`config.mk`:
```
export PLATFORM = sky130hd
export DESIGN_NAME = traffic_light_ctrl
export DESIGN_NICKNAME = d
export VERILOG_FILES = /design/src/rtl/traffic_light_ctrl.sv
export SDC_FILE = /design/constraint.sdc
export NUM_CORES = 1
export LEC_CHECK = 0
export CAP_MARGIN = 20
export CELL_PAD_IN_SITES_DETAIL_PLACEMENT = 2
export CELL_PAD_IN_SITES_GLOBAL_PLACEMENT = 2
export CORE_MARGIN = 1
export CORE_UTILIZATION = 36
export CTS_CLUSTER_SIZE = 24
export DETAILED_ROUTE_END_ITERATION = 12
export PLACE_DENSITY = 0.86
export SLEW_MARGIN = 20
export SYNTH_ARGS = -nofsm -noshare
export SYNTH_HDL_FRONTEND = slang
export SYNTH_SLANG_ARGS = --single-unit
```
`constraint.sdc`:
```
create_clock -name clk -period 3.26 [get_ports clk]
set_clock_uncertainty 0.15 [all_clocks]
set_input_delay 0.815 -clock clk [delete_from_list [all_inputs] [get_ports clk]]
set_output_delay 0.815 -clock clk [all_outputs]
set_load 0.01 [all_outputs]
```
`src/rtl/traffic_light_ctrl.sv`:
```
// traffic_light_ctrl: two-way intersection controller (NS/EW heads + walk lamp)
// with 1 s prescaler, all-red clearance, latched pedestrian request, flashing mode.
// Latency: lamps/phase/sec_left are registered and change on the clk edge of the
// transition; sec_tick is combinational from the prescaler.
// Backpressure: none; enable=0 freezes prescaler, timer, state and lamps.
//
// Ports:
//   clk        system clock
//   reset      asynchronous, active-low reset
//   enable     1 = run, 0 = freeze (ped_pending still latches)
//   flash_mode 1 = request maintenance flashing (sampled on sec_tick)
//   ped_req    pedestrian button level, sampled every clk
//   ns_*/ew_*  signal head lamps
//   ped_walk   walk lamp
//   phase      current state encoding (0..7)
//   sec_left   ticks remaining in the current phase minus 1
//   sec_tick   one-clk pulse per second tick
module traffic_light_ctrl #(
  parameter int TICK_DIV = 24000000,
  parameter int GREEN_S  = 30,
  parameter int YELLOW_S = 3,
  parameter int ALLRED_S = 2,
  parameter int PED_S    = 10,
  parameter int CNT_W    = 8
) (
  input  logic             clk,
  input  logic             reset,
  input  logic             enable,
  input  logic             flash_mode,
  input  logic             ped_req,
  output logic             ns_red,
  output logic             ns_yellow,
  output logic             ns_green,
  output logic             ew_red,
  output logic             ew_yellow,
  output logic             ew_green,
  output logic             ped_walk,
  output logic [2:0]       phase,
  output logic [CNT_W-1:0] sec_left,
  output logic             sec_tick
);

  typedef enum logic [2:0] {
    S_NS_GREEN  = 3'd0,
    S_NS_YELLOW = 3'd1,
    S_ALL_RED_A = 3'd2,
    S_EW_GREEN  = 3'd3,
    S_EW_YELLOW = 3'd4,
    S_ALL_RED_B = 3'd5,
    S_PED_WALK  = 3'd6,
    S_FLASH     = 3'd7
  } state_t;

  typedef struct packed {
    logic ns_r;
    logic ns_y;
    logic ns_g;
    logic ew_r;
    logic ew_y;
    logic ew_g;
    logic walk;
  } lamp_t;

  localparam int              PW        = $clog2(TICK_DIV);
  localparam logic [PW-1:0]   PCNT_MAX  = PW'(TICK_DIV - 1);
  localparam logic [CNT_W-1:0] LD_GREEN  = CNT_W'(GREEN_S - 1);
  localparam logic [CNT_W-1:0] LD_YELLOW = CNT_W'(YELLOW_S - 1);
  localparam logic [CNT_W-1:0] LD_ALLRED = CNT_W'(ALLRED_S - 1);
  localparam logic [CNT_W-1:0] LD_PED    = CNT_W'(PED_S - 1);
  localparam lamp_t            LAMP_RST  = '{ns_r: 1'b1, ew_r: 1'b1, default: 1'b0};

  state_t           state_q, state_d;
  logic [CNT_W-1:0] timer_q, timer_d;
  logic [PW-1:0]    pcnt_q, pcnt_d;
  logic             ped_pending_q, ped_pending_d;
  logic             next_ew_q, next_ew_d;
  logic             flash_y_q, flash_y_d;
  lamp_t            lamps_q, lamps_d;
  logic             tick;

  // Tick only while running, so enable=0 freezes everything downstream.
  assign tick = enable && (pcnt_q == PCNT_MAX);

  // Prescaler
  always_comb begin
    pcnt_d = pcnt_q;
    if (enable) begin
      pcnt_d = tick ? '0 : pcnt_q + 1'b1;
    end
  end

  // Phase sequencing, timer, pedestrian latch and flash toggle
  always_comb begin
    state_d       = state_q;
    timer_d       = timer_q;
    next_ew_d     = next_ew_q;
    flash_y_d     = flash_y_q;
    ped_pending_d = ped_pending_q;

    if (tick) begin
      if (flash_mode) begin
        // Flash overrides any pending expiry; yellows start lit on entry.
        state_d   = S_FLASH;
        timer_d   = '0;
        flash_y_d = (state_q == S_FLASH) ? ~flash_y_q : 1'b1;
      end else if (state_q == S_FLASH) begin
        // Leave flash through a clearance interval, then NS gets the green.
        state_d   = S_ALL_RED_B;
        timer_d   = LD_ALLRED;
        next_ew_d = 1'b0;
      end else if (timer_q != '0) begin
        timer_d = timer_q - 1'b1;
      end else begin
        case (state_q)
          S_NS_GREEN: begin
            state_d = S_NS_YELLOW;
            timer_d = LD_YELLOW;
          end
          S_NS_YELLOW: begin
            state_d   = S_ALL_RED_A;
            timer_d   = LD_ALLRED;
            next_ew_d = 1'b1;
          end
          S_ALL_RED_A: begin
            if (ped_pending_q) begin
              state_d = S_PED_WALK;
              timer_d = LD_PED;
            end else begin
              state_d = S_EW_GREEN;
              timer_d = LD_GREEN;
            end
          end
          S_EW_GREEN: begin
            state_d = S_EW_YELLOW;
            timer_d = LD_YELLOW;
          end
          S_EW_YELLOW: begin
            state_d   = S_ALL_RED_B;
            timer_d   = LD_ALLRED;
            next_ew_d = 1'b0;
          end
          S_ALL_RED_B: begin
            if (ped_pending_q) begin
              state_d = S_PED_WALK;
              timer_d = LD_PED;
            end else begin
              state_d = S_NS_GREEN;
              timer_d = LD_GREEN;
            end
          end
          S_PED_WALK: begin
            // Resume with the green that the preceding all-red was heading to.
            state_d = next_ew_q ? S_EW_GREEN : S_NS_GREEN;
            timer_d = LD_GREEN;
          end
          default: begin
            state_d = S_ALL_RED_B;
            timer_d = LD_ALLRED;
          end
        endcase
      end
    end

    // Clear on walk entry beats a simultaneous press; presses during walk are dropped.
    if ((state_d == S_PED_WALK) && (state_q != S_PED_WALK)) begin
      ped_pending_d = 1'b0;
    end else if (ped_req && (state_q != S_PED_WALK)) begin
      ped_pending_d = 1'b1;
    end
  end

  // Lamp decode from the next state so lamps line up with phase.
  always_comb begin
    lamps_d = '0;
    case (state_d)
      S_NS_GREEN: begin
        lamps_d.ns_g = 1'b1;
        lamps_d.ew_r = 1'b1;
      end
      S_NS_YELLOW: begin
        lamps_d.ns_y = 1'b1;
        lamps_d.ew_r = 1'b1;
      end
      S_EW_GREEN: begin
        lamps_d.ew_g = 1'b1;
        lamps_d.ns_r = 1'b1;
      end
      S_EW_YELLOW: begin
        lamps_d.ew_y = 1'b1;
        lamps_d.ns_r = 1'b1;
      end
      S_PED_WALK: begin
        lamps_d.ns_r = 1'b1;
        lamps_d.ew_r = 1'b1;
        lamps_d.walk = 1'b1;
      end
      S_FLASH: begin
        lamps_d.ns_y = flash_y_d;
        lamps_d.ew_y = flash_y_d;
      end
      default: begin
        lamps_d.ns_r = 1'b1;
        lamps_d.ew_r = 1'b1;
      end
    endcase
  end

  always_ff @(posedge clk or negedge reset) begin
    if (!reset) begin
      state_q       <= S_ALL_RED_B;
      timer_q       <= LD_ALLRED;
      pcnt_q        <= '0;
      ped_pending_q <= 1'b0;
      next_ew_q     <= 1'b0;
      flash_y_q     <= 1'b0;
      lamps_q       <= LAMP_RST;
    end else begin
      state_q       <= state_d;
      timer_q       <= timer_d;
      pcnt_q        <= pcnt_d;
      ped_pending_q <= ped_pending_d;
      next_ew_q     <= next_ew_d;
      flash_y_q     <= flash_y_d;
      lamps_q       <= lamps_d;
    end
  end

  assign ns_red    = lamps_q.ns_r;
  assign ns_yellow = lamps_q.ns_y;
  assign ns_green  = lamps_q.ns_g;
  assign ew_red    = lamps_q.ew_r;
  assign ew_yellow = lamps_q.ew_y;
  assign ew_green  = lamps_q.ew_g;
  assign ped_walk  = lamps_q.walk;
  assign phase     = state_q;
  assign sec_left  = timer_q;
  assign sec_tick  = tick;

endmodule

```
==> impl_metrics.csv, run 1 <==
group,metric,value,unit
logic_synthesis,synth_area_leaders,"dfrtp_1 (42%), dfstp_2 (5.4%), nor2_1 (4.8%)",
logic_synthesis,yosysMostFrequentCell,"dfrtp_1",
logic_synthesis,synth_top_family_by_area,"simple AND/OR/NAND/NOR gates",
route,wl_met1,3294,um
route,drtIter0Drc,86,
logic_synthesis,syn_avg_cell_area,9.341,sq um
clocking,htreeDepth,2,
place,post-place-ws,-237.6,ps
timing,relSlewSlack,61.26,%
logic_synthesis,synth.area.mux_share,1.329,%
logic_synthesis,yosys-top-cells-count,"dfrtp_1 (41), nor2_1 (31), nand2_1 (20)",
grt,grt_max_degree,32,
final_layout,final_layout_size_suffix_gt1_share,14.47,%
timing,hold_viol,0,
logic_synthesis,yosys.area_share.xor_xnor,7.515,%
timing,fmax,314.4,MHz
timing,finalSetupViolCount,0,
grt,grt_pass1_wl,12240,um
pwr,power.density,413.5,nW/um^2
logic_synthesis,ys.flop_type,"dfrtp_1",
critical_path,path_class,"input port to primary output",
logic_synthesis,ys_seq_area_share,47.29,%
route,firstDrtPassIters,8,
place,dpl.hpwl,4920,um
route,vias,2111,
route,met3WireLength,168,um
final_layout,area_growth,22.55,%
logic_synthesis,synth_edf_count,0,
route,top_layer,"met4",
timing,whs,270.7,ps
route,dr_wl_met2,3457,um
die,core,6459,sq um
clocking,cts-buffers-inserted,5,
run_status,run_status,"finished, violations left",
place,gp_congestion,0.7560,
timing,rsz0062_at_grt,"false",
die,ios,24,
route,drt-vias-per-instance,5.541,
run_status,violations,"design-rule violations",
hold_path,worstHoldPathType,"input port to asynchronous set/reset pin",
die,initial_core_util,37.89,%
route,antenna_left,0,
logic_synthesis,syn_nets,270,
route,wl_per_cell,18.30,um
place,place.port_buffers,23,
critical_path,critPathLaunchType,"input port",
pwr,ir_worst_vdd,0.0001732,V
critical_path,worst-path-max-fanout,2,
final_layout,n_antenna_cell,0,
critical_path,cp-end-kind,"primary output",
grt,overflow,0,
logic_synthesis,synth_top_area_cell,"dfrtp_1",
logic_synthesis,netlist_area,2447,sq um
logic_synthesis,syn_inst,262,
grt,grt_pass1_vias,2381,
timing,maxSlewViolCount,0,
clocking,root_buffer,"clkbuf_8",
timing,setup_tns,0,ps
logic_synthesis,synth_seq_cells,46,
logic_synthesis,yosys.area_share.adder,1.534,%
timing,setup_ws,78.90,ps
route,wirelength,6971,um
clocking,postCtsHoldBufs,0,
pwr,leakage,1.289,nW
die,std_cell_rows,29,
logic_synthesis,synth_compound_area_share,14.01,%
logic_synthesis,ys_types,48,
timing,tightest_slew,576.7,ps
final_layout,fin_util,46.44,%
clocking,cts.sink_count,46,
critical_path,critPathRequiredTime,2290,ps
route,drc_errors,2,
timing,period_minus_slack,3181,ps
pwr,p_total,1.240,mW
final_layout,finish.net_count,311,
clocking,clk_pin_slew,80,ps
clocking,cts_buffer_depth,2,
final_layout,largest_reg_flops,25,
grt,antenna_found_initial,0,
logic_synthesis,async_flop_share,100.0,%
die,die_h,84.45,um
final_layout,regMostFlops,"pcnt_q",
die,fp.dieW,84.45,um
logic_synthesis,synthSimpleGateAreaFrac,26.12,%
clocking,clk_latency,300,ps
grt,grt_use_total,21.57,%
critical_path,arrival,2220,ps
timing,period_share,97.58,%
logic_synthesis,yosysWarnings,0,
flow_run,maxCapViolations,0,
clocking,cts_tree,"yes",
logic_synthesis,synth_top_area_share,41.92,%
die,dieArea,7132,sq um
[metrics by stage]
step / instance area, sq um / cells
after floorplan: 2447 / 262
after global placement: 2877 / 373
after detailed placement: 2877 / 373
after CTS: 2992 / 381
after global routing: 2999 / 381
final: 2999 / 381
[cells in the final DEF (no fill, tap or decap), types with 3 or more instances in the layout]
master,netlist,final
and2_1,3,3
nand3_1,16,16
buf_4,0,18
a21o_1,3,3
o31ai_1,3,3
and3_1,4,4
clkbuf_8,0,6
a21oi_1,13,13
o21ai_0,17,17
nor3_1,10,10
nor2_1,31,30
dfstp_2,5,5
nand4_1,7,7
clkdlybuf4s50_1,0,21
a31oi_1,6,6
nor4_1,3,3
nand2_1,20,20
inv_1,7,7
dfrtp_1,41,41
xor2_1,10,10
ha_1,3,3
nand2b_1,7,7
xnor2_1,11,11
[worst paths after layout]
path / startpoint / endpoint / slack [ps] / cells after the start
min in group clk: pcnt_q[8]$_DFFE_PN0P_ / pcnt_q[8]$_DFFE_PN0P_ / 330 / 1
setup / recovery: enable / sec_tick / 80 / 5
max in group asynchronous: reset / ns_red$_DFF_PN1_ / 1910 / 2
hold / removal: reset / ped_walk$_DFF_PN0_ / 270 / 1
setup reg to reg: pcnt_q[11]$_DFFE_PN0P_ / ns_yellow$_DFF_PN0_ / 400 / 8
hold reg to reg: pcnt_q[8]$_DFFE_PN0P_ / pcnt_q[8]$_DFFE_PN0P_ / 330 / 1
[power by group]
part	leakage (nW)	total, mW	internal (mW)	switching [mW]
Combinational	0.642	0.125	0.0595	0.0657
Sequential	0.589	0.669	0.614	0.0551
Clock	0.0585	0.446	0.250	0.196
Total	1.29	1.24	0.923	0.317
[logic make-up (layout without fill, tap and decap cells)]
| group | after synthesis | in the layout |
|---|---|---|
| AOI/OAI and AO/OA | 55 | 55 |
| xor gates and xnor gates | 21 | 21 |
| adders and majority gates | 3 | 3 |
| buffers and inverters | 14 | 56 |
| DFF | 46 | 46 |
| muxes | 3 | 3 |
| and+or+nand+nor | 120 | 120 |
[cell type report]
cell class | count | area [sq um]
Clock buffer | 7 | 86.33
Clock inverter | 1 | 30.03
Fill cell | 703 | 3460
Inverter | 7 | 26.28
Multi-Input combinational cell | 202 | 1244
Sequential cell | 46 | 1157
Tap cell | 77 | 96.34
Timing Repair Buffer | 41 | 359.1
[repair_timing]
| action | 4_1_cts | 5_1_grt |
|---|---|---|
| setup buffers | 0 | 0 |
| endpoints found under the setup margin | 1 | 1 |
| gates resized for setup | 1 | 2 |
[worst max-delay path: stages]
cell and delay (ps):
clkdlybuf4s50_1 500, nand2_1 80, or3_4 410, nor2_2 130, dlygate4sd2_1 280
[metal layers]
metal,vias to the layer above,global-route usage [%]
li1,1014,-
met1,1062,29.25
met2,29,36.59
met3,6,3.441
met4,0,4.777
met5,-,0
Note: power is estimated with default switching activity, not from simulation.
==> inputs of run 2 (changes only) <==
--- a/config.mk
+++ b/config.mk
@@ -8,11 +8,12 @@
 export CAP_MARGIN = 20
 export CELL_PAD_IN_SITES_DETAIL_PLACEMENT = 2
 export CELL_PAD_IN_SITES_GLOBAL_PLACEMENT = 2
-export CORE_MARGIN = 1
+export CORE_MARGIN = 2
 export CORE_UTILIZATION = 36
 export CTS_CLUSTER_SIZE = 24
 export DETAILED_ROUTE_END_ITERATION = 12
 export PLACE_DENSITY = 0.86
+export SETUP_SLACK_MARGIN = 0.02
 export SLEW_MARGIN = 20
 export SYNTH_ARGS = -nofsm -noshare
 export SYNTH_HDL_FRONTEND = slang
==> run 2 against run 1 <==
Effect of this change: the flow now finishes without violations; maximum frequency up 1.4%; first-iteration DRC count fell by 26%; final cell count is 0.26% higher; power fell by 7.2%; largest power group unchanged; highest routed layer unchanged.
==> impl_metrics.csv, run 2 (synthesis gave the netlist of run 1 again) <==
group,metric,value,unit
clocking,cts-buffers-inserted,5,
clocking,cts.sink_count,46,
pwr,switching_power,326.1,uW
clocking,cts_setup_buffers,0,
die,core,6681,sq um
timing,setup_ws,122.9,ps
timing,tightest_slew,613.6,ps
pwr,internal_power,824.5,uW
grt,antenna_found_initial,0,
final_layout,final_common_cell,"dfrtp_1",
die,dieArea,7474,sq um
pwr,power.density,389.3,nW/um^2
grt,overflow,0,
grt,grt_max_degree,47,
place,dpl.hpwl,4847,um
die,std_cell_rows,30,
place,gp_congestion,0.8185,
final_layout,final_cell_mix,"dfrtp_1 (41), nor2_1 (30), clkdlybuf4s50_1 (21)",
grt,grt_use_total,19.72,%
flow_run,maxCapViolations,0,
final_layout,finish.net_count,309,
critical_path,cp_top_family,"simple AND/OR/NAND/NOR gates",
critical_path,critPathMaxStageDelay,590,ps
die,initial_core_util,36.63,%
place,post-place-ws,-253.9,ps
pwr,ir_worst_vdd,0.0001870,V
critical_path,worst-path-max-fanout,3,
clocking,clk_pin_slew,90,ps
final_layout,final_layout_size_suffix_gt1_share,14.24,%
timing,finalSetupViolCount,0,
route,drtIter0Drc,64,
route,drc_errors,0,
critical_path,path_buf_inv,1,
route,antenna_left,0,
pwr,leakage,1.262,nW
route,firstDrtPassIters,4,
timing,period_share,96.23,%
critical_path,path_class,"flop to primary output",
timing,hold_viol,0,
clocking,postCtsHoldBufs,0,
critical_path,cp-end-kind,"primary output",
final_layout,largest_reg_flops,25,
clocking,cts_buffer_depth,2,
clocking,clk_latency,310,ps
die,fp.dieW,86.45,um
critical_path,cp_slowest_cell,"or4_4",
timing,period_minus_slack,3137,ps
grt,grt_pass1_vias,2326,
pwr,power_frac_seq,57.9,%
timing,maxSlewViolCount,0,
route,drt-vias-per-instance,5.592,
die,die_h,86.45,um
critical_path,critPathRequiredTime,2290,ps
final_layout,regMostFlops,"pcnt_q",
final_layout,n_antenna_cell,0,
die,ios,24,
final_layout,fin_cells,382,
timing,relSlewSlack,59.09,%
final_layout,area_growth,20.76,%
critical_path,critPathLaunchType,"flop",
pwr,clkPwrFrac,31.1,%
clocking,root_buffer,"clkbuf_8",
timing,rsz0062_at_grt,"false",
place,placed_cells,374,
pwr,swShare,28.34,%
route,wirelength,6778,um
critical_path,path_cells,"or4b_4 -> or4_4 -> nor2_4 -> clkbuf_2",
timing,fmax,318.8,MHz
hold_path,worstHoldPathType,"flop to flop",
clocking,cts_tree,"yes",
critical_path,arrival,2170,ps
place,place.port_buffers,23,
clocking,htreeDepth,2,
route,vias,2136,
critical_path,rrSetupSlack,310,ps
route,wl_per_cell,17.74,um
grt,grt_pass1_wl,11640,um
run_status,run_status,"complete, no violations",
pwr,combPwrFrac,11.0,%
[run 2: area by class of cell]
type                            instances  area [sq um]
Multi-Input combinational cell        202          1244
Timing Repair Buffer                   39         340.3
Inverter                                7         26.28
Clock buffer                            5         68.82
Clock inverter                          3         18.77
Fill cell                             752          3726
Tap cell                               80         100.1
Sequential cell                        46          1157
[run 2: path summary, 6_finish.rpt]
kind	from	end	cells after the start
worst max-delay path	pcnt_q[11]$_DFFE_PN0P_	sec_tick	4
worst min-delay path	pcnt_q[8]$_DFFE_PN0P_	pcnt_q[8]$_DFFE_PN0P_	1
worst max register to register	pcnt_q[11]$_DFFE_PN0P_	ped_pending_q$_DFFE_PN0P_	8
worst min register to register	pcnt_q[8]$_DFFE_PN0P_	pcnt_q[8]$_DFFE_PN0P_	1
max in group asynchronous	reset	sec_left[3]$_DFFE_PN0N_	2
min in group asynchronous	reset	ew_green$_DFF_PN0_	2
[run 2: power groups by stage]
stage / logic (mW) / registers [mW] / clock network, mW
after global placement: 0.119 / 0.674 / 0
after global routing: 0.150 / 0.675 / 0.392
after floorplan: 0.0815 / 0.663 / 0
after detailed placement: 0.128 / 0.678 / 0
final: 0.126 / 0.666 / 0.358
after CTS: 0.130 / 0.667 / 0.373
[run 2: per-stage QoR]
step | hold slack [ps] | util [%] | power (mW) | setup TNS [ps] | instance area (sq um)
after floorplan | 291.8 | - | 0.7445 | 0 | 2449
after global placement | 308.4 | 42.92 | 0.7931 | -263.5 | 2868
after detailed placement | 330.8 | 42.92 | 0.8053 | -253.9 | 2868
after CTS | 348.6 | 44.31 | 1.170 | 0 | 2960
after global routing | 374.9 | 44.23 | 1.217 | 0 | 2955
final | 345.0 | 44.23 | 1.151 | 0 | 2955
[run 2: layer usage]
layer | wire (um) | global-route usage [%]
met4 | 70 | 5.398
met1 | 2997 | 25.00
met5 | 0 | 0
met2 | 3589 | 34.97
met3 | 121 | 2.952
[run 2: what timing repair did]
| action | 4_1_cts | 5_1_grt |
|---|---|---|
| pin swaps | 1 | 0 |
| resized for setup | 3 | 1 |
| endpoints found under the setup margin | 1 | 1 |
